### src/rtl/md_pkg.sv
// Shared definitions for the multiply/divide issue controller:
// op-class codes, controller state encoding and watchdog limits.
package md_pkg;

    localparam logic [3:0] OP_NOP   = 4'd0;
    localparam logic [3:0] OP_MULT  = 4'd1;
    localparam logic [3:0] OP_MULTU = 4'd2;
    localparam logic [3:0] OP_DIV   = 4'd3;
    localparam logic [3:0] OP_DIVU  = 4'd4;
    localparam logic [3:0] OP_MFHI  = 4'd5;
    localparam logic [3:0] OP_MFLO  = 4'd6;
    localparam logic [3:0] OP_MTHI  = 4'd7;
    localparam logic [3:0] OP_MTLO  = 4'd8;

    localparam logic [6:0] WD_LIMIT = 7'd64;
    localparam logic [6:0] WD_MAX   = 7'd127;

    typedef enum logic [1:0] {
        ST_IDLE = 2'd0,
        ST_ARM  = 2'd1,
        ST_WAIT = 2'd2
    } md_state_e;

    // Ops that hand work to the unit and therefore need a start pulse.
    function automatic logic op_issues(input logic [3:0] op);
        logic r;
        case (op)
            OP_MULT, OP_MULTU, OP_DIV, OP_DIVU, OP_MTHI, OP_MTLO: r = 1'b1;
            default:                                             r = 1'b0;
        endcase
        return r;
    endfunction

    // Any op that touches HI/LO or the unit and must wait for it.
    function automatic logic op_is_md(input logic [3:0] op);
        return (op >= OP_MULT) && (op <= OP_MTLO);
    endfunction

endpackage

### src/rtl/md_ctrl.sv
// E-stage controller for the multiply/divide unit: issues start pulses,
// stalls dependent instructions while the unit works, and watches for hangs.
module md_ctrl
    import md_pkg::*;
(
    input  logic        clk,
    input  logic        reset,
    input  logic        ex_valid,
    input  logic [3:0]  ex_op,
    input  logic [31:0] ex_a,
    input  logic [31:0] ex_b,
    input  logic        flush,
    input  logic        md_busy,
    input  logic [31:0] md_hi,
    input  logic [31:0] md_lo,
    output logic        md_start,
    output logic [3:0]  md_op,
    output logic [31:0] md_a,
    output logic [31:0] md_b,
    output logic        stall,
    output logic [31:0] rd_data,
    output logic        err_timeout
);

    md_state_e   state_q, state_d;
    logic [6:0]  wd_q, wd_d;
    logic        err_q, err_d;
    logic [3:0]  md_op_q, md_op_d;
    logic [31:0] md_a_q, md_a_d;
    logic [31:0] md_b_q, md_b_d;
    logic        start_s;
    logic        stall_s;
    logic [31:0] rd_s;

    // Next-state, watchdog and operand-capture logic.
    always_comb begin
        state_d = state_q;
        wd_d    = wd_q;
        md_op_d = md_op_q;
        md_a_d  = md_a_q;
        md_b_d  = md_b_q;
        start_s = 1'b0;
        case (state_q)
            ST_IDLE: begin
                // reset gates the pulse so it stays low while reset is held
                if (reset && ex_valid && !flush && !md_busy && op_issues(ex_op)) begin
                    start_s = 1'b1;
                    state_d = ST_ARM;
                    md_op_d = ex_op;
                    md_a_d  = ex_a;
                    md_b_d  = ex_b;
                end else begin
                    state_d = ST_IDLE;
                end
            end
            ST_ARM: begin
                if (md_busy) begin
                    state_d = ST_WAIT;
                    wd_d    = 7'd0;
                end else begin
                    state_d = ST_IDLE;
                end
            end
            ST_WAIT: begin
                if (wd_q != WD_MAX) begin
                    wd_d = wd_q + 7'd1;
                end else begin
                    wd_d = wd_q;
                end
                if (md_busy) begin
                    state_d = ST_WAIT;
                end else begin
                    state_d = ST_IDLE;
                end
            end
            default: begin
                state_d = ST_IDLE;
            end
        endcase
        err_d = err_q | (wd_d == WD_LIMIT);
    end

    // Pipeline-facing stall and HI/LO read-back.
    always_comb begin
        stall_s = 1'b0;
        rd_s    = 32'd0;
        if (ex_valid && !flush && op_is_md(ex_op) &&
            ((state_q != ST_IDLE) || md_busy)) begin
            stall_s = 1'b1;
        end else begin
            stall_s = 1'b0;
        end
        if (ex_valid && !stall_s && (ex_op == OP_MFHI)) begin
            rd_s = md_hi;
        end else if (ex_valid && !stall_s && (ex_op == OP_MFLO)) begin
            rd_s = md_lo;
        end else begin
            rd_s = 32'd0;
        end
    end

    // State, watchdog and operand registers.
    always_ff @(posedge clk or negedge reset) begin
        if (!reset) begin
            state_q <= ST_IDLE;
            wd_q    <= 7'd0;
            err_q   <= 1'b0;
            md_op_q <= 4'd0;
            md_a_q  <= 32'd0;
            md_b_q  <= 32'd0;
        end else begin
            state_q <= state_d;
            wd_q    <= wd_d;
            err_q   <= err_d;
            md_op_q <= md_op_d;
            md_a_q  <= md_a_d;
            md_b_q  <= md_b_d;
        end
    end

    // The start cycle presents the live operands; afterwards the captured copy.
    assign md_start    = start_s;
    assign md_op       = start_s ? ex_op : md_op_q;
    assign md_a        = start_s ? ex_a  : md_a_q;
    assign md_b        = start_s ? ex_b  : md_b_q;
    assign stall       = stall_s;
    assign rd_data     = rd_s;
    assign err_timeout = err_q;

endmodule

### config.mk
export PLATFORM = sky130hd
export DESIGN_NAME = md_ctrl
export DESIGN_NICKNAME = d
export VERILOG_FILES = /design/src/rtl/md_pkg.sv /design/src/rtl/md_ctrl.sv
export SDC_FILE = /design/constraint.sdc
export NUM_CORES = 1
export LEC_CHECK = 0
export CAP_MARGIN = 30
export CORE_MARGIN = 4
export CORE_UTILIZATION = 40
export CTS_BUF_LIST = sky130_fd_sc_hd__clkbuf_16
export CTS_CLUSTER_DIAMETER = 120
export CTS_CLUSTER_SIZE = 25
export DETAILED_ROUTE_END_ITERATION = 16
export MAX_ROUTING_LAYER = met4
export PLACE_DENSITY_LB_ADDON = 0.25
export SYNTH_ARGS = -nofsm -noshare
export SYNTH_HDL_FRONTEND = slang
export SYNTH_SLANG_ARGS = --single-unit
### constraint.sdc
create_clock -name clk -period 3.85 [get_ports clk]
set_input_delay 0.5775 -clock clk [delete_from_list [all_inputs] [get_ports clk]]
set_output_delay 0.5775 -clock clk [all_outputs]
set_load 0.02 [all_outputs]
==> results of run 1 <==
==> state kept, by name (all words and copies together) (netlist names) <==
signal,cells
md_op_q,4
err_timeout,1
md_a_q,32
wd_q,7
md_b_q,32
state_q,2
==> routing by layer <==
layer	wire length [um]	GRT usage, %
met5	0	-
met4	331	7.59
met3	1050	6.68
met2	6420	39.7
met1	4570	24.0
==> cell usage in the layout (no fill, tap or decap), types with 2 or more instances in the layout <==
cell type and instances:
clkdlybuf4s50_1 238, buf_12 4, nor3_1 2, buf_4 7, nor2b_1 3, nand2_1 9, clkinvlp_4 2, ha_1 5
nor3b_2 2, inv_1 7, and2_1 2, o22a_1 2, a22o_1 34, and3_1 2, dfrtp_1 78, clkbuf_16 9
nand2b_1 2, mux2_4 68, nand3_1 2, nor2_1 3, o21ai_0 5, bufinv_16 2, a31oi_1 2
==> metrics by stage <==
step,utilization [%],power (mW)
floorplan,-,1.70
global placement,69.2,2.29
detailed placement,69.2,2.33
CTS,72.7,3.25
global route,72.7,3.35
finish,72.7,3.21
==> logic make-up (layout without fill, tap and decap cells) <==
kind of cell / Yosys count / count (layout) / share of synthesized area [%]
adder cells (fa/ha/maj): 5 / 5 / 1.63
buffers and inverters: 19 / 271 / 3.23
flip-flops: 78 / 78 / 50.9
multiplexers: 68 / 68 / 26.6
XOR/XNOR: 1 / 1 / 0.228
AO/OA/AOI/OAI: 54 / 54 / 12.1
AND/OR/NAND/NOR: 35 / 35 / 5.35
==> final cells by class <==
class	instances	share of cell area, %
Timing Repair Buffer	249	37.3
Multi-Input combinational cell	163	26.2
Clock buffer	9	3.34
Clock inverter	7	1.47
Tap cell	129	2.39
Inverter	6	0.334
Sequential cell	78	28.9
==> path summary, 6_finish.rpt <==
| path | slack (ns) | to | cells past startpoint | start |
|---|---|---|---|---|
| worst max-delay path | 0.15 | md_b[21] | 6 | ex_op[2] |
| worst min-delay path | 0.28 | md_a_q[24]$_DFFE_PN0N_ | 2 | reset |
| worst max register to register | 1.71 | md_b_q[21]$_DFFE_PN0N_ | 7 | state_q[1]$_DFF_PN0_ |
| worst min register to register | 0.49 | err_timeout$_DFF_PN0_ | 1 | err_timeout$_DFF_PN0_ |
| max in group asynchronous | 2.60 | md_b_q[16]$_DFFE_PN0N_ | 3 | reset |
| min in group clk | 0.49 | err_timeout$_DFF_PN0_ | 1 | err_timeout$_DFF_PN0_ |
==> power breakdown <==
group	switching (mW)	internal, mW
Combinational	0.520	0.707
Sequential	0.0659	1.01
Clock	0.338	0.571
==> key figures, run 1 <==
Run status
  • Status: finished, final reports clean

Route
  • DRT Pass-1 Iters: 4
  • WL per Instance: 19.3 um
  • Routed wire length: 12400 um
  • Antenna-violating nets left: 0
  • DRC Markers: 0
  • DRT iter0 DRCs: 141
  • Via/cell ratio: 4.96
  • Via Count: 3177

STA
  • Final hold violation count: 0
  • Max-slew violations: 0
  • Max Fclk: 270 MHz
  • Hold Slack: 0.283 ns
  • Worst slew pin tran: 0.638 ns
  • Fin crit period: 3.70 ns
  • Rel. slew slack: 57.5%
  • Final worst setup slack: 0.147 ns
  • RSZ-0062 raised after global routing: false
  • Setup Skew: 0.00791 ns
  • Setup Viol. Count Final: 0
  • Setup_tns: 0 ns
  • Final cycle utilization of the critical path: 96.2%

Clocking
  • Root buf cell: clkbuf_16
  • H-tree levels: 3
  • Postcts setup bufs: 0
  • CTS Buf Count: 9
  • Later-pin clock latency in the skew report: 0.33 ns
  • Post_cts resized: 0
  • # clock sinks: 78
  • Clock slew at reported path FFs: 0.06 ns
  • Hold buffers post-CTS: 0
  • CTS tree: done
  • Clk buf depth: 2

Layout
  • Layout Cells excl Fill: 641
  • Seq. cell area: 1950 um^2
  • Fin area: 6750 um^2
  • Diodes inserted: 0
  • Area grow syn2layout: 75.8%
  • Share of cells above drive strength 1: 19.5%
  • Nets: 649
  • Multi-input logic area: 1770 um^2
  • Fillers: 684

Floorplan
  • Die height: 106 um
  • Die area: 11200 um^2
  • Die extent in x: 106 um
  • Cell row count: 35
  • Top Ports: 240
  • Area of the core: 9280 um^2
  • Starting density of the core: 41.3%

Synth
  • Top-count cell post-synth: dfrtp_1
  • Synthesis warning total: 0
  • Top cells by area, synth: dfrtp_1 (51%), mux2_4 (27%), a22o_1 (7.8%), buf_6 (2.1%), ha_1 (1.6%)
  • Seq/Total Area, Yosys: 50.9%
  • Top cells by count, synth: dfrtp_1 (78), mux2_4 (68), a22o_1 (34), nand2_1 (9), buf_6 (7)
  • Cell count after synthesis: 260
  • Dominant synthesized flop cell: dfrtp_1
  • Distinct cells, synth: 39
  • Post-synth EDFFs: 0
  • Synthesis-stage register bit count: 78
  • Ys async rst share: 100%
  • Synth top area share: 50.9%
  • Avg Cell Area, Syn: 14.8 um^2
  • Synth area leader: dfrtp_1
  • Post-synth net total: 402
  • Cell Area, Synth: 3840 um^2

Job
  • Max-Cap Viols: 0

Worst setup path
  • Startpoint types: input pin
  • Critical Path End Type: output pin
  • Critical path class: input pin to output pin
  • CP cell instances: clkdlybuf4s50_1, or3_4, a211oi_4, buf_12, mux2_4, clkdlybuf4s50_1
  • Crit Path Max Fanout: 37
  • Bufs and invs on worst path: 3
  • Most used cell, CP: clkdlybuf4s50_1
  • Crit path DAT: 3.13 ns
  • WP data required: 3.27 ns
  • Slowest Stage Delay on Critical Path: 0.55 ns
  • Delay-heaviest family, CP: buffers and inverters
  • Slowest CP cell: clkdlybuf4s50_1

Min path
  • HP Class: input pin to async pin

Global routing
  • Vias in the first global route: 3437
  • Largest net degree at the start of global routing: 51
  • Congestion Overflow GR: 0
  • Total GRT Usage: 22.4%
  • Initial antenna violation count: 0
  • First-pass GRT wire length: 18800 um

Placed design
  • Routability cong.: 0.880
  • Placement Setup Slack: 0.133 ns
  • Placed Area: 6420 um^2
  • Post-DP HPWL: 10100 um
  • Count of buffers from port buffering: 239
  • Total placed cells including tap cells: 625

Power and ir drop
  • Pwr/cell area: 476 nW/um^2
  • Maximum VDD drop: 223 uV
  • Lkg Pwr: 2.85 nW
(Power assumes the default switching activity.)
==> inputs of run 2 (changes only) <==
--- a/config.mk
+++ b/config.mk
@@ -6,6 +6,7 @@
 export NUM_CORES = 1
 export LEC_CHECK = 0
 export CAP_MARGIN = 30
+export CORE_ASPECT_RATIO = 1.25
 export CORE_MARGIN = 4
 export CORE_UTILIZATION = 40
 export CTS_BUF_LIST = sky130_fd_sc_hd__clkbuf_16
==> run 2 against run 1 <==
Against the previous run:
- power down 3.0%
- global-route usage down 1.0 points
- critical path type unchanged
- critical path depth up 2
- final area up 0.37%
- routed wire length down 5.0%
==> key figures, run 2 (same netlist as run 1, synthesis figures left out) <==
Worst setup path
  • Crit Path Max Fanout: 18 (-51%)
  • RR Startpoint: state_q[0]$_DFF_PN0_
  • Worst R2R End: md_a_q[19]$_DFFE_PN0N_
  • Critical path class: input pin to output pin
  • Worst R2R Path Depth: 8 (+1)
  • Slowest Stage Delay on Critical Path: 0.55 ns (about the same)
  • CP cell instances: clkdlybuf4s50_1, or3_4, a221oi_2, a211oi_4, buf_12, buf_12, mux2_4, clkdlybuf4s50_1
  • WP data required: 3.27 ns (about the same)
  • Slowest CP cell: clkdlybuf4s50_1
  • Startpoint types: input pin
  • Critical Path End Type: output pin
  • Setup slack, reg-to-reg: 1.64 ns (-0.07 ns)
  • Crit path DAT: 3.12 ns (about the same)

Route
  • DRT iter0 DRCs: 99 (-30%)
  • DRC Markers: 0 (unchanged)
  • DRT Pass-1 Iters: 4 (unchanged)
  • Routed wire length: 11700 um (-5.0%)
  • Antenna-violating nets left: 0 (unchanged)
  • Via/cell ratio: 5.00 (+0.82%)
  • Via Count: 3193 (+0.50%)
  • WL per Instance: 18.4 um (-4.7%)

Clocking
  • Root buf cell: clkbuf_16
  • CTS tree: done
  • Clock slew at reported path FFs: 0.06 ns (about the same)
  • Post_cts resized: 0 (unchanged)
  • Hold buffers post-CTS: 0 (unchanged)
  • Clk buf depth: 2 (unchanged)
  • Postcts setup bufs: 0 (unchanged)
  • # clock sinks: 78 (unchanged)
  • H-tree levels: 3 (unchanged)
  • CTS Buf Count: 9 (unchanged)
  • Later-pin clock latency in the skew report: 0.33 ns (about the same)

Job
  • Max-Cap Viols: 0 (unchanged)

Floorplan
  • Cell row count: 39 (+11%)
  • Die height: 117 um (+11%)
  • Starting density of the core: 41.4% (+0.056 points)
  • Die extent in x: 95.6 um (-9.8%)
  • Die area: 11200 um^2 (about the same)
  • Area of the core: 9270 um^2 (-0.13%)
  • Top Ports: 240 (unchanged)

STA
  • Max Fclk: 270 MHz (about the same)
  • Final hold violation count: 0 (unchanged)
  • Setup Viol. Count Final: 0 (unchanged)
  • RSZ-0062 raised after global routing: false
  • Fin crit period: 3.70 ns (-0.000936 ns)
  • Max-slew violations: 0 (unchanged)
  • Final cycle utilization of the critical path: 96.1% (about the same)
  • Setup_tns: 0 ns (unchanged)
  • Setup Skew: 0.00643 ns (-0.00149 ns)
  • Rel. slew slack: 49.3% (-8.2 points)
  • Final worst setup slack: 0.148 ns (+0.000936 ns)
  • Worst slew pin tran: 0.760 ns (+0.123 ns)

Power and ir drop
  • Pwr/cell area: 460 nW/um^2 (-3.3%)
  • Maximum VDD drop: 246 uV (+10%)
  • Lkg Pwr: 2.87 nW (+0.73%)

Run status
  • Status: finished, final reports clean

Layout
  • Share of cells above drive strength 1: 20.0% (+0.43 points)
  • Most frequent cells in the layout: clkdlybuf4s50_1 (238), dfrtp_1 (78), mux2_4 (68)
  • Diodes inserted: 0 (unchanged)
  • Area grow syn2layout: 76.5%
  • Commonest non-fill, non-tap cell in the layout: clkdlybuf4s50_1
  • Nets: 653 (+0.62%)
  • Biggest registers after layout: md_a_q (32), md_b_q (32), wd_q (7)
  • Fillers: 638 (-6.7%)

Global routing
  • Vias in the first global route: 3389 (-1.4%)
  • Congestion Overflow GR: 0 (unchanged)
  • Total GRT Usage: 21.4% (-1.0 points)
  • Largest net degree at the start of global routing: 62 (+22%)
  • First-pass GRT wire length: 17800 um (-5.3%)
  • Initial antenna violation count: 0 (unchanged)

Placed design
  • Routability cong.: 0.831 (-5.6%)
  • Count of buffers from port buffering: 239 (unchanged)
  • Placement Setup Slack: 0.145 ns (+0.0120 ns)
  • Post-DP HPWL: 9440 um (-6.7%)

Min path
  • HP Class: input pin to async pin
[run 2: how the worst max path moves through the flow]
stage	start	end	slack (ns)	cells past startpoint
floorplan	ex_op[2]	md_b[23]	1.25	4
global placement	ex_op[2]	md_a[19]	0.16	7
detailed placement	ex_op[2]	md_a[19]	0.15	7
CTS	ex_op[2]	md_a[19]	0.14	7
global route	ex_op[2]	md_b[10]	0.06	8
finish	ex_op[2]	md_b[25]	0.15	8
[run 2: worst max-delay path: cells and delay by family]
family / cells / cell delay (ns)
buffers and inverters: 4 / 1.36
multiplexers: 1 / 0.30
AND/OR/NAND/NOR: 1 / 0.44
AO/OA/AOI/OAI: 2 / 0.42
[run 2: layer usage]
layer | track usage, % | vias to the layer above | share of wire (%)
met3 | 7.54 | 12 | 11
met2 | 36.1 | 176 | 51
li1 | - | 1469 | -
met5 | - | - | 0
met4 | 7.12 | 0 | 1.7
met1 | 23.0 | 1536 | 36
[run 2: layout make-up]
cell class                 instances  area, um^2  area share (%)
inverter                           6        22.5           0.333
tap                              123         154            2.27
timing repair buffer             253        2580            38.1
multi-input combinational        163        1770            26.2
clock inverter                     7        63.8           0.943
clock buffer                       9         225            3.33
sequential                        78        1950            28.8
[run 2: where the power goes]
group          switching (mW)  internal (mW)
Sequential             0.0652           1.01
Clock                   0.319          0.497
Combinational           0.518          0.708
[run 2: per-stage QoR]
step / total power, mW / std cells / hold WS (ns) / area (um^2) / utilization (%)
2_1_floorplan: 1.70 / 260 / 0.282 / 3840 / -
3_3_place_gp: 2.30 / 623 / 0.464 / 6480 / 69.9
3_5_place_dp: 2.32 / 623 / 0.476 / 6480 / 69.9
4_1_cts: 3.16 / 639 / 0.115 / 6770 / 73.0
5_1_grt: 3.27 / 639 / 0.123 / 6770 / 73.0
6_report: 3.12 / 639 / 0.116 / 6770 / 73.0
